## src/rtl/ram_port_arbiter_pkg.sv

```systemverilog
// Shared definitions for the two-requester RAM port arbiter:
// FSM state encoding and requester IDs carried through the read-return pipe.
package ram_port_arbiter_pkg;

  typedef enum logic [1:0] {
    ST_IDLE = 2'd0,
    ST_GNT0 = 2'd1,
    ST_GNT1 = 2'd2
  } arb_state_e;

  localparam logic REQ_ID_M0 = 1'b0;
  localparam logic REQ_ID_M1 = 1'b1;

endpackage

```

## src/rtl/ram_rd_tag_pipe.sv

```systemverilog
// Tracks outstanding RAM reads: an RD_LAT-deep {valid,id} shift register whose
// output lines up with ram_rdata for the read that loaded it.
module ram_rd_tag_pipe #(
  parameter int RD_LAT = 1
) (
  input  logic clk,
  input  logic rst,
  input  logic in_valid,
  input  logic in_id,
  output logic out_valid,
  output logic out_id
);

  logic [RD_LAT-1:0] vld_q, vld_d;
  logic [RD_LAT-1:0] id_q, id_d;

  always_comb begin
    vld_d    = vld_q << 1;
    id_d     = id_q << 1;
    vld_d[0] = in_valid;
    id_d[0]  = in_id;
  end

  always_ff @(posedge clk or negedge rst) begin
    if (!rst) begin
      vld_q <= '0;
      id_q  <= '0;
    end else begin
      vld_q <= vld_d;
      id_q  <= id_d;
    end
  end

  assign out_valid = vld_q[RD_LAT-1];
  assign out_id    = id_q[RD_LAT-1];

endmodule

```

## src/rtl/ram_port_arbiter.sv

```systemverilog
// Shares one RAM port between two burst requesters with round-robin grants,
// a registered command stage and tagged read-data return.
module ram_port_arbiter
  import ram_port_arbiter_pkg::*;
#(
  parameter int AW        = 6,
  parameter int DW        = 8,
  parameter int RD_LAT    = 1,
  parameter int BURST_MAX = 16
) (
  input  logic          clk,
  input  logic          rst,
  input  logic          m0_valid,
  input  logic          m0_we,
  input  logic [AW-1:0] m0_addr,
  input  logic [DW-1:0] m0_wdata,
  input  logic          m0_last,
  output logic          m0_ready,
  output logic          m0_rvalid,
  input  logic          m1_valid,
  input  logic          m1_we,
  input  logic [AW-1:0] m1_addr,
  input  logic [DW-1:0] m1_wdata,
  input  logic          m1_last,
  output logic          m1_ready,
  output logic          m1_rvalid,
  output logic [DW-1:0] rdata,
  output logic          ram_en,
  output logic          ram_we,
  output logic [AW-1:0] ram_addr,
  output logic [DW-1:0] ram_wdata,
  input  logic [DW-1:0] ram_rdata
);

  localparam int            CW       = $clog2(BURST_MAX + 1);
  localparam logic [CW-1:0] CNT_LAST = CW'(BURST_MAX - 1);

  arb_state_e    state_q, state_d;
  logic          rr_ptr_q, rr_ptr_d;
  logic [CW-1:0] beat_cnt_q, beat_cnt_d;

  logic          ram_en_q, ram_we_q, cmd_id_q;
  logic [AW-1:0] ram_addr_q;
  logic [DW-1:0] ram_wdata_q;

  logic          sel_id, beat_acc, beat_we, beat_last;
  logic [AW-1:0] beat_addr;
  logic [DW-1:0] beat_wdata;
  logic          tag_valid, tag_id;

  always_comb begin
    m0_ready   = (state_q == ST_GNT0);
    m1_ready   = (state_q == ST_GNT1);
    sel_id     = (state_q == ST_GNT1);
    beat_acc   = (m0_ready & m0_valid) | (m1_ready & m1_valid);
    beat_we    = sel_id ? m1_we    : m0_we;
    beat_last  = sel_id ? m1_last  : m0_last;
    beat_addr  = sel_id ? m1_addr  : m0_addr;
    beat_wdata = sel_id ? m1_wdata : m0_wdata;
  end

  // A grant is held while its owner idles; only last or the beat cap releases it.
  always_comb begin
    state_d    = state_q;
    rr_ptr_d   = rr_ptr_q;
    beat_cnt_d = beat_cnt_q;
    case (state_q)
      ST_IDLE: begin
        if (m0_valid && m1_valid) begin
          state_d = rr_ptr_q ? ST_GNT1 : ST_GNT0;
        end else if (m0_valid) begin
          state_d = ST_GNT0;
        end else if (m1_valid) begin
          state_d = ST_GNT1;
        end
      end
      ST_GNT0, ST_GNT1: begin
        if (beat_acc) begin
          if (beat_last || (beat_cnt_q == CNT_LAST)) begin
            state_d    = ST_IDLE;
            rr_ptr_d   = ~sel_id;
            beat_cnt_d = '0;
          end else begin
            beat_cnt_d = beat_cnt_q + CW'(1);
          end
        end
      end
      default: state_d = ST_IDLE;
    endcase
  end

  always_ff @(posedge clk or negedge rst) begin
    if (!rst) begin
      state_q    <= ST_IDLE;
      rr_ptr_q   <= 1'b0;
      beat_cnt_q <= '0;
    end else begin
      state_q    <= state_d;
      rr_ptr_q   <= rr_ptr_d;
      beat_cnt_q <= beat_cnt_d;
    end
  end

  // Address and data hold their last value between beats.
  always_ff @(posedge clk or negedge rst) begin
    if (!rst) begin
      ram_en_q    <= 1'b0;
      ram_we_q    <= 1'b0;
      cmd_id_q    <= 1'b0;
      ram_addr_q  <= '0;
      ram_wdata_q <= '0;
    end else begin
      ram_en_q <= beat_acc;
      ram_we_q <= beat_acc & beat_we;
      if (beat_acc) begin
        cmd_id_q    <= sel_id;
        ram_addr_q  <= beat_addr;
        ram_wdata_q <= beat_wdata;
      end
    end
  end

  ram_rd_tag_pipe #(
    .RD_LAT(RD_LAT)
  ) u_tag_pipe (
    .clk      (clk),
    .rst      (rst),
    .in_valid (ram_en_q & ~ram_we_q),
    .in_id    (cmd_id_q),
    .out_valid(tag_valid),
    .out_id   (tag_id)
  );

  assign ram_en    = ram_en_q;
  assign ram_we    = ram_we_q;
  assign ram_addr  = ram_addr_q;
  assign ram_wdata = ram_wdata_q;
  assign m0_rvalid = tag_valid & (tag_id == REQ_ID_M0);
  assign m1_rvalid = tag_valid & (tag_id == REQ_ID_M1);
  assign rdata     = ram_rdata;

endmodule

```

## config.mk

```make
export PLATFORM = sky130hd
export DESIGN_NAME = ram_port_arbiter
export DESIGN_NICKNAME = d
export VERILOG_FILES = /design/src/rtl/ram_port_arbiter_pkg.sv /design/src/rtl/ram_rd_tag_pipe.sv /design/src/rtl/ram_port_arbiter.sv
export SDC_FILE = /design/constraint.sdc
export NUM_CORES = 1
export LEC_CHECK = 0
export CAP_MARGIN = 30
export CORE_AREA = 2 2 69 65
export CTS_CLUSTER_DIAMETER = 30
export CTS_CLUSTER_SIZE = 14
export DETAILED_ROUTE_END_ITERATION = 10
export DIE_AREA = 0 0 71 67
export GPL_ROUTABILITY_DRIVEN = 0
export HOLD_SLACK_MARGIN = 0.05
export PLACE_DENSITY_LB_ADDON = 0.05
export SYNTH_ARGS = -nofsm -noshare
export SYNTH_HDL_FRONTEND = slang
export SYNTH_SLANG_ARGS = --single-unit
```

## constraint.sdc

```tcl
create_clock -name clk -period 1.66 [get_ports clk]
set_input_delay 0.249 -clock clk [delete_from_list [all_inputs] [get_ports clk]]
set_output_delay 0.249 -clock clk [all_outputs]
set_load 0.03 [all_outputs]
```

==> reports/qor.yml <==
outcome: "completed"
grt_pass1_wl_mm: 5.18
critPathMaxStageDelay_ps: 410
syn2layout_area_growth_pct: 51.5
crit_buf_inv: 3
pwr_density_cell_nw_per_um2: 1560
antenna_found_initial: 0
vias_per_cell: 4.75
finClkSkew_ps: 3.82
setup_slack_ps: 85.9
root_buffer: "clkbuf_8"
synth_seq_area_share_pct: 48.1
whs_ps: 349
grt_max_degree: 28
grtUsageTotal_pct: 13.9
p_switching_mw: 1.37
cp-end-kind: "output pin"
rsz0062_at_grt: "yes"
dr.pass1.iters: 3
setup_tns_ps: 0
crit_path_start: "state_q[0]"
combPwrFrac_pct: 57.0
finalCriticalPeriod_ps: 1570
pre_cts_ws_ps: -3.76
clk_path_buf_depth: 2
dieWidth_um: 71
cts_made_buffers: 3
start_util_pct: 35.2
intPower_mw: 1.95
drt-total-wl_mm: 3.10
finalHoldViolCount: 0
netlist_area_um2: 1400
r2r_slack_ps: 110
remaining_drc_errors: 0
swShare_pct: 41.1
cts_hold_buf: 0
clk-insertion-delay-late_ps: 270
wire_per_inst_um: 12.7
crit_fanout: 17
worstMarginPinSlew_ps: 347
synth-seq-cells: 27
final_nets: 246
io_buffers: 55
min_path_type: "in -> async"
critPathKind: "reg -> out"
clk_pin_slew_ps: 90
setup_viol: 0
grt-ovfl-total: 0
most-common-layout-cells: "clkdlybuf4s50_1 (51), dfrtp_1 (26), nand2_1 (24)"
path_cells: "inv_2, ha_4, buf_8, buf_4"
io_pins: 72
drive_gt1_share_pct: 19.0
die_h_um: 67
postRouteAntennaNets: 0
fillers: 354
core_area_um2: 3990
cp_data_arrival_time_ps: 1330
finalCritPeriodShare_pct: 94.8
startpoint_type: "flip-flop"
clock.fmax_mhz: 635
slew_violations: 0
first_iter_violations: 49
pwr-share-seq_pct: 31.9
synthDistinctLibCells: 30
mostFrequentLayoutCell: "clkdlybuf4s50_1"
crit_required_ps: 1410
p_clk_share_pct: 11.1
slowest_stage: "dfrtp_1"
grt_pass1_vias: 1156
peakVddDrop_uv: 739
ys_warn_count: 0
dp.cells: 235
syn_inst: 134
rows: 22
p_total_mw: 3.32
layout.cells.non_filler: 243
htreeDepth: 1
p_leak_nw: 0.917
timing.rr.start: "beat_cnt_q[0]"
cts_tree: "done"
synth_fp_nets: 184
maxCapViolCount: 0
avgSynthCellArea_um2: 10.5
num_antenna_cells: 0
vias: 1155
relSlewSlack_pct: 76.9
dieArea_um2: 4760
critPathTopFamily: "buffers and inverters"
clock-sinks: 27
post-dp-hpwl_mm: 2.44
## per-stage QoR
step                instance area (um2)  utilization, %
global placement                   2020            50.6
floorplan                          1420               -
detailed placement                 2020            50.6
finish                             2130            53.3
global route                       2130            53.3
CTS                                2070            51.8
## worst register-to-register path, cell delays in order, from the launching register on
cell and delay [ps]:
dfrtp_1 400, ha_2 200, and3_4 180, ha_4 170, buf_4 140, nor2_4 90, nand3_2 110, o31ai_2 180
## synth_stat cells
cell	number	area share [%]
dfrtp_1	27	48
nand2_1	24	6.4
o21ai_0	18	6.4
mux2i_1	15	11
buf_4	8	4.3
ha_1	6	5.3
inv_1	5	1.3
o21ai_1	5	1.8
buf_2	2	0.71
clkbuf_1	2	0.53
nor2b_1	2	0.89
o2bb2ai_1	2	1.2
a22o_1	1	0.62
a22oi_2	1	0.89
a2bb2oi_2	1	1.1
and2_1	1	0.45
and3_1	1	0.45
buf_6	1	0.80
inv_2	1	0.27
mux2_4	1	1.1
nand2b_1	1	0.45
nand3_1	1	0.36
nand3_2	1	0.71
nor2_1	1	0.27
nor2_4	1	0.80
nor3_1	1	0.36
nor3b_1	1	0.53
nor4b_4	1	1.7
o31ai_1	1	0.53
o31ai_2	1	0.89
## cells by family (layout without fill, tap and decap cells)
kind of cell    Yosys count  count (layout)  share of synthesized area (%)
compound gates           30              30                           13.5
fa+ha+maj                 6               6                           5.35
buf+inv                  19              80                           7.93
flops                    27              27                           48.1
mux                      16              16                           11.8
simple gates             36              36                           13.4
## layer usage
metal	vias up	track usage, %	share of wire, %
met5	-	0	0
met3	8	4.24	5.9
met2	35	25.8	51
li1	575	-	-
met4	0	4.48	1.4
met1	537	15.1	41
## final timing paths
path,endpoint,cells past startpoint
max reg2reg,beat_cnt_q[3],7
min in group clk,u_tag_pipe.out_id,0
max,m1_ready,4
max in group asynchronous,state_q[1],2
min reg2reg,u_tag_pipe.out_id,0
min,beat_cnt_q[2],2
## final cells by class
type / instances / area, um2 / area share (%)
clock buffer: 3 / 41.3 / 1.94
clock inverter: 1 / 5.00 / 0.235
inverter: 6 / 22.5 / 1.06
multi-input combinational: 88 / 654 / 30.8
sequential: 27 / 677 / 31.8
tap: 48 / 60.1 / 2.82
timing repair buffer: 70 / 667 / 31.4
## flip-flops by register name, summed over array words and instances (netlist names)
signal	cells
beat_cnt_q	5
cmd_id_q	1
ram_addr	6
ram_en	1
ram_wdata	8
ram_we	1
rr_ptr_q	1
state_q	2
u_tag_pipe.out_id	1
u_tag_pipe.out_valid	1
## power by group through the flow
stage / registers [mW] / clock network (mW) / logic, mW
6_report: 1.06 / 0.368 / 1.89
5_1_grt: 1.10 / 0.419 / 2.05
4_1_cts: 1.07 / 0.384 / 1.85
3_5_place_dp: 1.07 / 0 / 1.85
3_3_place_gp: 1.07 / 0 / 1.82
2_1_floorplan: 1.40 / 0 / 0.830
## repair_timing
item                                    in CTS  in global routing
endpoints found under the setup margin       6                 12
resized for setup                            7                  7
endpoints found under the hold margin        0                  0
buffers inserted                             0                  4
Note: power is estimated with default switching activity, not from simulation.
